<file path="config.mk">
export PLATFORM = sky130hd
export DESIGN_NAME = instr_fetch_flat
export DESIGN_NICKNAME = d
export VERILOG_FILES = /design/src/rtl/instr_fetch_pkg.sv /design/src/rtl/instr_fetch_if.sv /design/src/rtl/instr_fetch_pc_reg.sv /design/src/rtl/instr_fetch.sv /design/src/flat_wrapper.sv
export SDC_FILE = /design/constraint.sdc
export NUM_CORES = 1
export LEC_CHECK = 0
export BUFFER_PORTS_ARGS = -buffer_cell sky130_fd_sc_hd__buf_2
export CAP_MARGIN = 30
export CORE_MARGIN = 10
export CORE_UTILIZATION = 31
export DETAILED_ROUTE_END_ITERATION = 10
export PLACE_DENSITY = 0.58
export SLEW_MARGIN = 10
export SYNTH_ARGS = -nofsm -noshare
export SYNTH_HDL_FRONTEND = slang
export SYNTH_HIERARCHICAL = 1
export SYNTH_SLANG_ARGS = --single-unit
</file>
<file path="constraint.sdc">
create_clock -name clk -period 1.8 [get_ports clk]
set_clock_uncertainty 0.2 [all_clocks]
set_input_delay 0.09 -clock clk [delete_from_list [all_inputs] [get_ports clk]]
set_output_delay 0.09 -clock clk [all_outputs]
set_load 0.01 [all_outputs]
</file>
<file path="src/rtl/instr_fetch_pkg.sv">
// instr_fetch_pkg: shared state encoding and opcode field constants for the fetch sequencer
package instr_fetch_pkg;
    typedef enum logic [1:0] {
        IDLE  = 2'd0,
        FETCH = 2'd1,
        ISSUE = 2'd2,
        EXEC  = 2'd3
    } state_e;
    localparam int OP_W = 4;
    localparam logic [OP_W-1:0] OP_HALT = 4'hF;
endpackage

</file>
<file path="src/rtl/instr_fetch_if.sv">
// instr_fetch_if: instruction-memory handshake plus the opcode issue link to the control unit
interface instr_fetch_if
    import instr_fetch_pkg::*;
#(
    parameter int ADDR_W  = 16,
    parameter int INSTR_W = 16
);
    logic                    imem_req;
    logic [ADDR_W-1:0]       imem_addr;
    logic [INSTR_W-1:0]      imem_rdata;
    logic                    imem_ack;
    logic [OP_W-1:0]         op;
    logic [INSTR_W-OP_W-1:0] operand;
    logic                    en;
    logic                    exec_done;
    logic                    pc_sel;
    logic [ADDR_W-1:0]       pc_target;
    modport master (
        output imem_req, imem_addr, op, operand, en,
        input  imem_rdata, imem_ack, exec_done, pc_sel, pc_target
    );
    modport slave (
        input  imem_req, imem_addr, op, operand, en,
        output imem_rdata, imem_ack, exec_done, pc_sel, pc_target
    );
endinterface

</file>
<file path="src/rtl/instr_fetch_pc_reg.sv">
// pc_reg: program counter with sequential increment (wrapping) or branch-target load
module pc_reg #(
    parameter int                ADDR_W   = 16,
    parameter logic [ADDR_W-1:0] RESET_PC = '0
) (
    input  logic              clk,
    input  logic              rst,
    input  logic              adv,
    input  logic              load,
    input  logic [ADDR_W-1:0] target,
    output logic [ADDR_W-1:0] pc
);
    logic [ADDR_W-1:0] pc_q, pc_d;
    always_comb begin
        pc_d = adv ? (load ? target : pc_q + 1'b1) : pc_q;
    end
    always_ff @(posedge clk) begin
        if (rst) pc_q <= RESET_PC;
        else     pc_q <= pc_d;
    end
    assign pc = pc_q;
endmodule

</file>
<file path="src/rtl/instr_fetch.sv">
// instr_fetch: fetch/issue sequencer feeding the control unit; FETCH_HALT_EN makes opcode 4'hF a sticky HALT
module instr_fetch
    import instr_fetch_pkg::*;
#(
    parameter int                ADDR_W   = 16,
    parameter int                INSTR_W  = 16,
    parameter logic [ADDR_W-1:0] RESET_PC = '0
) (
    input  logic              clk,
    input  logic              rst,
    input  logic              run,
    instr_fetch_if.master     bus,
    output logic [ADDR_W-1:0] pc,
    output logic              busy,
    output logic              halted
);
    state_e               state_q, state_d;
    logic [INSTR_W-1:0]   ir_q, ir_d;
    logic                 halted_q, halted_d;
    logic                 done;
    logic                 is_halt;
    always_comb begin
        done = (state_q == ISSUE || state_q == EXEC) && bus.exec_done;
`ifdef FETCH_HALT_EN
        is_halt = ir_q[INSTR_W-1 -: OP_W] == OP_HALT;
`else
        is_halt = 1'b0;
`endif
        ir_d     = (state_q == FETCH && bus.imem_ack) ? bus.imem_rdata : ir_q;
        halted_d = halted_q | (done & is_halt);
        state_d  = state_q;
        case (state_q)
            IDLE:        state_d = (run && !halted_q) ? FETCH : IDLE;
            FETCH:       state_d = bus.imem_ack ? ISSUE : FETCH;
            ISSUE, EXEC: state_d = done ? ((run && !is_halt) ? FETCH : IDLE) : EXEC;
        endcase
    end
    always_ff @(posedge clk) begin
        if (rst) begin
            state_q  <= IDLE;
            ir_q     <= '0;
            halted_q <= 1'b0;
        end else begin
            state_q  <= state_d;
            ir_q     <= ir_d;
            halted_q <= halted_d;
        end
    end
    // a HALT always resumes at its own address + 1, so branch loads are masked
    pc_reg #(.ADDR_W(ADDR_W), .RESET_PC(RESET_PC)) u_pc (
        .clk    (clk),
        .rst    (rst),
        .adv    (done),
        .load   (bus.pc_sel && !is_halt),
        .target (bus.pc_target),
        .pc     (pc)
    );
    assign bus.imem_req  = state_q == FETCH;
    assign bus.imem_addr = pc;
    assign bus.en        = state_q == ISSUE;
    assign bus.op        = ir_q[INSTR_W-1 -: OP_W];
    assign bus.operand   = ir_q[INSTR_W-OP_W-1:0];
    assign busy          = state_q != IDLE;
    assign halted        = halted_q;
endmodule

</file>
<file path="src/flat_wrapper.sv">
// flat-port wrapper written by rule: the top's interface ports become plain ports
module instr_fetch_flat import instr_fetch_pkg::*;
#(
    parameter int                ADDR_W   = 16,
    parameter int                INSTR_W  = 16,
    parameter logic [ADDR_W-1:0] RESET_PC = '0
)
  (clk, rst, run, pc, busy, halted, bus_imem_req, bus_imem_addr, bus_op, bus_operand, bus_en, bus_imem_rdata, bus_imem_ack, bus_exec_done, bus_pc_sel, bus_pc_target);
  instr_fetch_if #(.ADDR_W(ADDR_W), .INSTR_W(INSTR_W)) bus_i ();
  input  logic clk;
  input  logic rst;
  input  logic run;
  output logic [ADDR_W-1:0] pc;
  output logic busy;
  output logic halted;
  output wire logic [$bits(bus_i.imem_req)-1:0] bus_imem_req;
  output wire logic [$bits(bus_i.imem_addr)-1:0] bus_imem_addr;
  output wire logic [$bits(bus_i.op)-1:0] bus_op;
  output wire logic [$bits(bus_i.operand)-1:0] bus_operand;
  output wire logic [$bits(bus_i.en)-1:0] bus_en;
  input wire logic [$bits(bus_i.imem_rdata)-1:0] bus_imem_rdata;
  input wire logic [$bits(bus_i.imem_ack)-1:0] bus_imem_ack;
  input wire logic [$bits(bus_i.exec_done)-1:0] bus_exec_done;
  input wire logic [$bits(bus_i.pc_sel)-1:0] bus_pc_sel;
  input wire logic [$bits(bus_i.pc_target)-1:0] bus_pc_target;
  assign bus_imem_req = bus_i.imem_req;
  assign bus_imem_addr = bus_i.imem_addr;
  assign bus_op = bus_i.op;
  assign bus_operand = bus_i.operand;
  assign bus_en = bus_i.en;
  assign bus_i.imem_rdata = bus_imem_rdata;
  assign bus_i.imem_ack = bus_imem_ack;
  assign bus_i.exec_done = bus_exec_done;
  assign bus_i.pc_sel = bus_pc_sel;
  assign bus_i.pc_target = bus_pc_target;
  instr_fetch #(.ADDR_W(ADDR_W), .INSTR_W(INSTR_W), .RESET_PC(RESET_PC)) u_core (.clk(clk), .rst(rst), .run(run), .bus(bus_i), .pc(pc), .busy(busy), .halted(halted));
endmodule
</file>
* Yosys cells after proc, flatten, opt, wreduce, memory -nomap -nowiden *
Cells that the tools add are included.

operators by class
  equality and inequality tests = 3
  muxes and demuxes = 5
  $add $sub $neg = 1
  reductions and logical operators = 6

operators by type and width
  kind                                                              number
  16-bit by 1-bit adder with 16-bit output (second input constant)  1
  16-bit 2-to-1 mux                                                 1
  2-bit one-hot mux with 3 select lines                             1
  2-bit == test (second input constant)                             2
  2-bit 2-to-1 mux                                                  2
  2-bit by 1-bit == test with 1-bit output (second input constant)  1
  1-bit logical AND                                                 2
  2-bit logical NOT                                                 1
  2-bit nonzero test                                                1
  2-bit OR reduction                                                1
  1-bit logical OR                                                  1
  1-bit 2-to-1 mux                                                  1

storage, ports and cells
  logic and storage cells = 18
  output and inout port bits = 52
  register bits = 34
  input port bits = 38

* Logic depth before layout (Yosys ltp) *
Gate-level depths: netlist of run 1.

  depth after elaboration = 5
  gate-level depth with buffers = 6
  gate-level depth less buffers = 5

* Hierarchy *
Netlist of run 1, hierarchy kept.

by module, submodules not included
  module       area each (µm²)  seq. area each (µm²)  cells each  times used
  pc_reg       1113.6           320.3                 139         1
  instr_fetch  864.6            360.3                 102         1

* Least setup slack after synthesis of run 1 *
Ideal clock, no wire load.

  path type = register to register
  start point = register u_core.u_pc.pc_q[0], in the netlist u_core/u_pc/pc[0]
  end point = register u_core.u_pc.pc_q[12], in the netlist u_core/u_pc/pc[12]
  setup slack = 0.030 ns
  data arrival time = 1.450 ns
  stages on the path, launching flop included = 6
  period minus slack after synthesis = 1.770 ns
  cell sequence = dfxtp_1 ha_1 nand3_2 nor4_1 mux2i_1 a21oi_1

on the way
  cells in the longest elaborated chain, start to end = 2

ends and longest elaborated chain
  item                                      line                      RTL
  from (decl)                               instr_fetch_pc_reg.sv:13  logic [ADDR_W-1:0] pc_q, pc_d;
  from (signal assigned)                    instr_fetch_pc_reg.sv:19  else pc_q <= pc_d;
  16-bit by 1-bit adder with 16-bit output  instr_fetch_pc_reg.sv:15  pc_d = adv ? (load ? target : pc_q + 1'b1) : pc_q;
  16-bit 2-to-1 mux                         instr_fetch_pc_reg.sv:15

Every way passes these cells.
A chain may end at the register's enable or synchronous reset.

* Worst setup path in the final report of run 1 *
  start point = register u_core.u_pc.pc_q[0], in the netlist u_core/u_pc/pc[0]
  end point = register u_core.u_pc.pc_q[14], in the netlist u_core/u_pc/pc[14]

Same word-level chain as after synthesis.

==> results.json, run 1 <==
{
  "cts.reportedPaths.clkPinSlew_ns": 0.07,
  "synthesis.instances": 241,
  "run_status": "complete, no violations",
  "die_w_um": 99.9,
  "fin_total_pwr_uw": 1710,
  "global_route_wire_length_before_repair_um": 10600,
  "final_hold_viol_count": 0,
  "path_class": "reg2reg",
  "final_layout_size_suffix_gt1_share_pct": 39.8,
  "ff2ff_path_depth": 5,
  "p_sw_share_pct": 26.7,
  "post_layout_minimum_cycle_time_ns": 1.69,
  "synth.distinct_cells": 57,
  "internal_power_contribution_uw": 1250,
  "post_layout_nonfiller_instances": 431,
  "unrepaired_setup_endpoints_after_global_routing": "true",
  "route.detailed.wl_per_inst_um": 14.9,
  "pin_count": 90,
  "drt_first_iter_violations": 75,
  "pre_cts_ws_ns": 0.0999,
  "regToRegSetupSlack_ns": 0.11,
  "combPwrFrac_pct": 18.5,
  "syn_area_um2": 1980,
  "grt_pass1_vias": 2124,
  "maxSlewViolCount": 0,
  "die_height_um": 99.9,
  "total_number_of_yosys_warnings": 6,
  "synth-async-reset-ratio_pct": 0,
  "r2r-end": "u_core/u_pc/pc[14]$_SDFFE_PP0P_",
  "clock_tree.htree_level_count": 2,
  "worstSkewPairLatency_ns": 0.29,
  "core_area_um2": 6280,
  "vias_per_cell": 4.87,
  "postSynthAreaPerCell_um2": 8.21,
  "worst_setup_path_start_kind": "flop",
  "leakagePower_uw": 0.00129,
  "layout-area-overhead-vs-synth_pct": 43.6,
  "dp_cells": 391,
  "min_delay_worst_endpoint": "u_core/u_pc/pc[2]$_SDFFE_PP0P_",
  "buffer_ports.inserted": 88,
  "placementRows": 29,
  "final_nets": 392,
  "initial_core_util_pct": 31.5,
  "worstHoldStart": "rst",
  "drc": 0,
  "switching_power_uw": 456,
  "cts_num_sinks": 34,
  "synth_edf_count": 0,
  "grt-ovfl-total": 0,
  "grt_max_degree": 24,
  "via_count": 2099,
  "die_area_um2": 9980,
  "fin_setup_tns_ns": 0,
  "cap_violations": 0,
  "postLayoutSetupSlackWorst_ns": 0.107,
  "synth_seq_cells": 34,
  "antenna_found_initial": 0,
  "critPathMaxFanout": 5,
  "crit_path_end_kind": "flop",
  "finish.utilization_pct": 45.3,
  "synth_seq_area_share_pct": 34.4,
  "drtPass1Iterations": 4,
  "min_path_cells": 2,
  "finalCritPeriodShare_pct": 94.0,
  "crit_arrival_ns": 1.66,
  "place.gp.congestion": 0.818,
  "antenna-diode-count": 0,
  "post-dp-hpwl_um": 4690,
  "cts_root_buffer": "sky130_fd_sc_hd__clkbuf_8",
  "max_freq_mhz": 591,
  "wire_length_reported_by_the_detailed_router_um": 6430,
  "crit-reg2reg-launch": "u_core/u_pc/pc[0]$_SDFFE_PP0P_",
  "yosys_most_used_dff": "sky130_fd_sc_hd__dfxtp_1",
  "clockBufferDepth": 2,
  "min-delay-path-class": "in2reg",
  "synth.net_count": 280,
  "cts-buffers-inserted": 5,
  "drtAntennaViolNets": 0,
  "grt_util_all_layers_pct": 12.7,
  "share_seq_of_total_power_pct": 46.9,
  "cts_tree": "yes",
  "power.density_cell_area_nw_per_um2": 601,
  "critical_path_required_ns": 1.76,
  "worst_ir_drop_vdd_v": 0.000338,
  "postCtsSetupRepairBufs": 0,
  "clkPwrFrac_pct": 34.6,
  "setup_violations": 0
}
[synth_stat cells, types with 2 or more instances]
| cell | instances | area [µm²] |
|---|---|---|
| sky130_fd_sc_hd__a211oi_1 | 3 | 22.5 |
| sky130_fd_sc_hd__a21o_1 | 2 | 15.0 |
| sky130_fd_sc_hd__a21oi_1 | 22 | 110 |
| sky130_fd_sc_hd__a21oi_2 | 11 | 96.3 |
| sky130_fd_sc_hd__a221oi_1 | 2 | 17.5 |
| sky130_fd_sc_hd__a22oi_1 | 3 | 22.5 |
| sky130_fd_sc_hd__a31oi_1 | 3 | 18.8 |
| sky130_fd_sc_hd__and2_1 | 2 | 12.5 |
| sky130_fd_sc_hd__and3_1 | 3 | 18.8 |
| sky130_fd_sc_hd__and3_2 | 2 | 15.0 |
| sky130_fd_sc_hd__buf_2 | 4 | 20.0 |
| sky130_fd_sc_hd__buf_4 | 19 | 143 |
| sky130_fd_sc_hd__buf_6 | 3 | 33.8 |
| sky130_fd_sc_hd__clkbuf_1 | 4 | 15.0 |
| sky130_fd_sc_hd__dfxtp_1 | 34 | 681 |
| sky130_fd_sc_hd__inv_1 | 5 | 18.8 |
| sky130_fd_sc_hd__mux2i_1 | 4 | 40.0 |
| sky130_fd_sc_hd__nand2_1 | 40 | 150 |
| sky130_fd_sc_hd__nand2_2 | 2 | 12.5 |
| sky130_fd_sc_hd__nand2b_1 | 5 | 31.3 |
| sky130_fd_sc_hd__nand3_1 | 5 | 25.0 |
| sky130_fd_sc_hd__nand4_1 | 3 | 18.8 |
| sky130_fd_sc_hd__nor2_1 | 15 | 56.3 |
| sky130_fd_sc_hd__nor2b_1 | 4 | 25.0 |
| sky130_fd_sc_hd__o21ai_0 | 7 | 35.0 |
| sky130_fd_sc_hd__o31ai_1 | 2 | 15.0 |
| sky130_fd_sc_hd__or2_2 | 2 | 12.5 |
[per-layer routing]
layer | wire [µm] | part of all wire [%] | track usage (%)
met4 | 55 | 0.85 | 2.98
met1 | 2720 | 42 | 14.6
met3 | 648 | 10 | 5.77
met5 | 0 | 0 | 0
met2 | 3010 | 47 | 20.9
[worst max path at each step]
stage | startpoint | slack, ns | end
6_report | u_core/u_pc/pc[0]$_SDFFE_PP0P_ | 0.11 | u_core/u_pc/pc[14]$_SDFFE_PP0P_
5_1_grt | u_core/u_pc/pc[0]$_SDFFE_PP0P_ | 0.009 | u_core/u_pc/pc[14]$_SDFFE_PP0P_
4_1_cts | bus_exec_done | 0.04 | u_core/state_q[0]$_SDFF_PP0_
3_5_place_dp | u_core/u_pc/pc[2]$_SDFFE_PP0P_ | 0.1 | u_core/u_pc/pc[12]$_SDFFE_PP0P_
3_3_place_gp | u_core/u_pc/pc[5]$_SDFFE_PP0P_ | 0.14 | u_core/u_pc/pc[12]$_SDFFE_PP0P_
2_1_floorplan | u_core/u_pc/pc[0]$_SDFFE_PP0P_ | 0.03 | u_core/u_pc/pc[12]$_SDFFE_PP0P_
[cells by family (layout without fill, tap and decap cells)]
group	count (synthesis)	in the layout	synth area share (%)
AND/OR/NAND/NOR	98	98	26.9
AO/OA/AOI/OAI	65	65	22.4
buffers and inverters	38	151	13.5
flip-flops	34	34	34.4
multiplexers	4	4	2.02
adder cells (fa/ha/maj)	1	1	0.632
other	1	1	0.190
[stage by stage]
stage / cell area, µm² / hold WS (ns)
4_1_cts: 2830 / 0.00286
3_3_place_gp: 2410 / 0.130
5_1_grt: 2840 / 0.0116
2_1_floorplan: 1980 / 0.0169
6_report: 2840 / 0.00543
3_5_place_dp: 2410 / 0.135
[power groups by stage]
stage               Sequential [µW]  Combinational (µW)  Clock (µW)
finish                          801                 316         591
detailed placement              817                 260           0
CTS                             800                 315         621
floorplan                       831                 145           0
global placement                816                 259           0
global route                    804                 350         651
[layout by cell type, fill, tap and decap left out, types with 2 or more instances in the layout]
cell,netlist,final
sky130_fd_sc_hd__nand2_2,2,2
sky130_fd_sc_hd__a21o_1,2,2
sky130_fd_sc_hd__dfxtp_2,0,2
sky130_fd_sc_hd__a221oi_1,2,2
sky130_fd_sc_hd__nand3_1,5,5
sky130_fd_sc_hd__a21oi_2,11,12
sky130_fd_sc_hd__nand4_1,3,3
sky130_fd_sc_hd__a211oi_1,3,3
sky130_fd_sc_hd__nor2b_1,4,4
sky130_fd_sc_hd__dlygate4sd3_1,0,32
sky130_fd_sc_hd__mux2i_1,4,4
sky130_fd_sc_hd__o21ai_0,7,7
sky130_fd_sc_hd__o31ai_1,2,2
sky130_fd_sc_hd__a31oi_1,3,3
sky130_fd_sc_hd__nor4_2,1,2
sky130_fd_sc_hd__nand2_1,40,40
sky130_fd_sc_hd__a22oi_1,3,3
sky130_fd_sc_hd__and3_2,2,2
sky130_fd_sc_hd__a21oi_1,22,21
sky130_fd_sc_hd__dfxtp_1,34,32
sky130_fd_sc_hd__nor2_1,15,15
sky130_fd_sc_hd__buf_4,19,17
sky130_fd_sc_hd__and3_1,3,3
sky130_fd_sc_hd__nand2b_1,5,5
sky130_fd_sc_hd__or2_2,2,2
sky130_fd_sc_hd__buf_2,4,88
sky130_fd_sc_hd__inv_1,5,5
sky130_fd_sc_hd__clkbuf_8,0,6
[critical path, stage by stage, from the launching register on]
cell	delay [ns]
sky130_fd_sc_hd__dfxtp_1	0.34
sky130_fd_sc_hd__ha_1	0.21
sky130_fd_sc_hd__nand3_2	0.17
sky130_fd_sc_hd__nor4_2	0.34
sky130_fd_sc_hd__mux2i_1	0.22
sky130_fd_sc_hd__a21oi_1	0.08
[final cells by class]
| type | count | area, µm² |
|---|---|---|
| Sequential cell | 34 | 683 |
| Clock inverter | 1 | 5.00 |
| Inverter | 5 | 18.8 |
| Timing Repair Buffer | 138 | 908 |
| Tap cell | 77 | 96.3 |
| Fill cell | 623 | 3440 |
| Multi-Input combinational cell | 169 | 1040 |
| Clock buffer | 7 | 86.3 |
[what timing repair did]
item / CTS / global route
hold buffers: 32 / 0
hold endpoints to repair: 31 / 0
gates resized for setup: 0 / 6
endpoints found under the setup margin: 0 / 4
No activity file was read; power rests on OpenSTA's default activity.
==> run 2: changes to the inputs <==
- clock period: 1.8 -> 1.4 ns (I/O delays scaled with it)
==> run 2 against run 1 <==
Net effect:
- the flow now finishes with violations (setup timing)
- clock-buffer cell count shrank 1
- worst hold slack better by 0.015 ns
- sequential share of layout area is 2.1 points lower
- highest routed layer unchanged
- via count rose by 3.9%
- critical path type unchanged
- non-clock buffer count increased by 19
- total power is 28% higher
==> results.json, run 2 (synthesized netlist as in run 1, its figures left out) <==
{
  "pin_count": 90,
  "post_layout_minimum_cycle_time_ns": 1.54,
  "critical_path_required_ns": 1.35,
  "max_freq_mhz": 648,
  "drc": 0,
  "die_height_um": 99.9,
  "drt_first_iter_violations": 48,
  "mostFrequentLayoutCells": "sky130_fd_sc_hd__buf_2 (87), sky130_fd_sc_hd__nand2_1 (39), sky130_fd_sc_hd__dlygate4sd3_1 (33), sky130_fd_sc_hd__buf_4 (27), sky130_fd_sc_hd__dfxtp_1 (22)",
  "final_nets": 411,
  "path_class": "reg2reg",
  "share_seq_of_total_power_pct": 46.7,
  "postLayoutSetupSlackWorst_ns": -0.144,
  "final_layout_size_suffix_gt1_share_pct": 51.2,
  "clock_tree.htree_level_count": 2,
  "finalCritPeriodShare_pct": 110,
  "worstSkewPairLatency_ns": 0.28,
  "via_count": 2181,
  "switching_power_uw": 608,
  "p_sw_share_pct": 27.7,
  "crit-reg2reg-launch": "u_core/u_pc/pc[7]$_SDFFE_PP0P_",
  "cts-buffers-inserted": 5,
  "core_area_um2": 6280,
  "crit_arrival_ns": 1.49,
  "initial_core_util_pct": 31.5,
  "final_cell_area_um2": 3240,
  "antenna-diode-count": 0,
  "cap_violations": 0,
  "final_hold_viol_count": 0,
  "drtPass1Iterations": 4,
  "critPathCapture": "u_core/u_pc/pc[12]$_SDFFE_PP0P_",
  "holdWs_ns": 0.0200,
  "combPwrFrac_pct": 20.9,
  "worstSetupStartpoint": "u_core/u_pc/pc[7]$_SDFFE_PP0P_",
  "fill_cell_count": 582,
  "ff2ff_path_depth": 5,
  "grt_max_degree": 20,
  "worst_setup_path_start_kind": "flop",
  "grt_pass1_vias": 2330,
  "critPathMaxFanout": 3,
  "antenna_found_initial": 0,
  "vias_per_cell": 4.85,
  "min-delay-path-class": "in2reg",
  "cts.reportedPaths.clkPinSlew_ns": 0.08,
  "clockBufferDepth": 2,
  "worst_ir_drop_vdd_v": 0.000547,
  "unrepaired_setup_endpoints_after_global_routing": "true",
  "wire_length_reported_by_the_detailed_router_um": 6970,
  "cts_root_buffer": "sky130_fd_sc_hd__clkbuf_8",
  "crit_path_end_kind": "flop",
  "regToRegSetupSlack_ns": -0.14,
  "setup_violations": 13,
  "power.density_cell_area_nw_per_um2": 677,
  "layout-area-overhead-vs-synth_pct": 63.8,
  "run_status": "complete, but fails checks",
  "global_route_wire_length_before_repair_um": 11300,
  "die_w_um": 99.9,
  "die_area_um2": 9980,
  "clkPwrFrac_pct": 32.4,
  "detailed_place.area_um2": 2640,
  "cts_tree": "yes",
  "grt_util_all_layers_pct": 13.4,
  "failed_checks": "setup timing",
  "route.detailed.wl_per_inst_um": 15.5,
  "leakagePower_uw": 0.00146,
  "drtAntennaViolNets": 0,
  "buffer_ports.inserted": 88,
  "mostFrequentLayoutCell": "sky130_fd_sc_hd__buf_2",
  "maxSlewViolCount": 0,
  "placementRows": 29,
  "post-dp-hpwl_um": 4710,
  "r2r-end": "u_core/u_pc/pc[12]$_SDFFE_PP0P_",
  "cts_num_sinks": 34,
  "internal_power_contribution_uw": 1590,
  "place.gp.congestion": 0.747,
  "grt-ovfl-total": 0
}
## run 2: changes by cell type in the layout (fill, tap and decap cells not counted), sizes merged
| cell | delta |
|---|---|
| clkbuf | -1 |
| dlygate4sd3 | +1 |
| clkinv | +1 |
| buf | +18 |
## run 2: layout make-up
| class | count | area (µm²) | share of cell area, % |
|---|---|---|---|
| Tap cell | 77 | 96.3 | 2.97 |
| Inverter | 5 | 18.8 | 0.579 |
| Clock buffer | 6 | 72.6 | 2.24 |
| Multi-Input combinational cell | 169 | 1210 | 37.5 |
| Sequential cell | 34 | 711 | 21.9 |
| Clock inverter | 2 | 10.0 | 0.309 |
| Timing Repair Buffer | 157 | 1120 | 34.5 |
## run 2: metal layers
layer  share of wire [%]  global-route usage [%]  vias up
li1                    -                       -     1088
met1                  42                    15.0     1011
met2                  49                    23.1       78
met3                 8.7                    5.70        4
met4                0.32                    2.98        0
met5                   0                       0        -
## run 2: power by group through the flow
stage	combinational, µW	clock (µW)	sequential [µW]
global placement	357	0	1050
floorplan	193	0	1070
finish	457	711	1020
detailed placement	360	0	1050
CTS	444	741	1020
global route	499	773	1030
## run 2: worst max-delay path, cell delays in order, from the launching register on
cell,delay (ns)
sky130_fd_sc_hd__dfxtp_2,0.36
sky130_fd_sc_hd__nand4_4,0.14
sky130_fd_sc_hd__buf_6,0.15
sky130_fd_sc_hd__nor4_4,0.26
sky130_fd_sc_hd__mux2i_1,0.21
sky130_fd_sc_hd__a21oi_1,0.08
## run 2: how the worst min path moves through the flow
| stage | startpoint | end | slack [ns] | depth (start not counted) |
|---|---|---|---|---|
| after floorplan | bus_imem_rdata[10] | u_core/ir_q[10]$_SDFFE_PP0P_ | -0.003 | 2 |
| after detailed placement | bus_imem_rdata[8] | u_core/ir_q[8]$_SDFFE_PP0P_ | 0.12 | 3 |
| after CTS | bus_pc_target[12] | u_core/u_pc/pc[12]$_SDFFE_PP0P_ | 0.02 | 4 |
| after global routing | bus_pc_target[13] | u_core/u_pc/pc[13]$_SDFFE_PP0P_ | 0.04 | 4 |
| after global placement | bus_imem_rdata[7] | u_core/ir_q[7]$_SDFFE_PP0P_ | 0.11 | 3 |
| final | rst | u_core/ir_q[10]$_SDFFE_PP0P_ | 0.02 | 2 |
## run 2: repair_timing
action                                  CTS  global route
endpoints found under the setup margin   14            18
hold buffers                             33             0
hold endpoints to repair                 32             0
pin swaps                                12            10
buffers inserted                          4             0
gates resized for setup                  25            16
## run 2: metrics by stage
stage / TNS [ns] / util [%] / worst slack, ns / power [µW] / std cells
2_1_floorplan: -0.479 / - / -0.103 / 1260 / 241
3_3_place_gp: -0.882 / 42.0 / -0.152 / 1410 / 405
3_5_place_dp: -1.05 / 42.0 / -0.150 / 1410 / 405
4_1_cts: -0.708 / 50.6 / -0.129 / 2210 / 450
5_1_grt: -1.74 / 51.6 / -0.186 / 2300 / 450
6_report: -0.850 / 51.6 / -0.144 / 2190 / 450
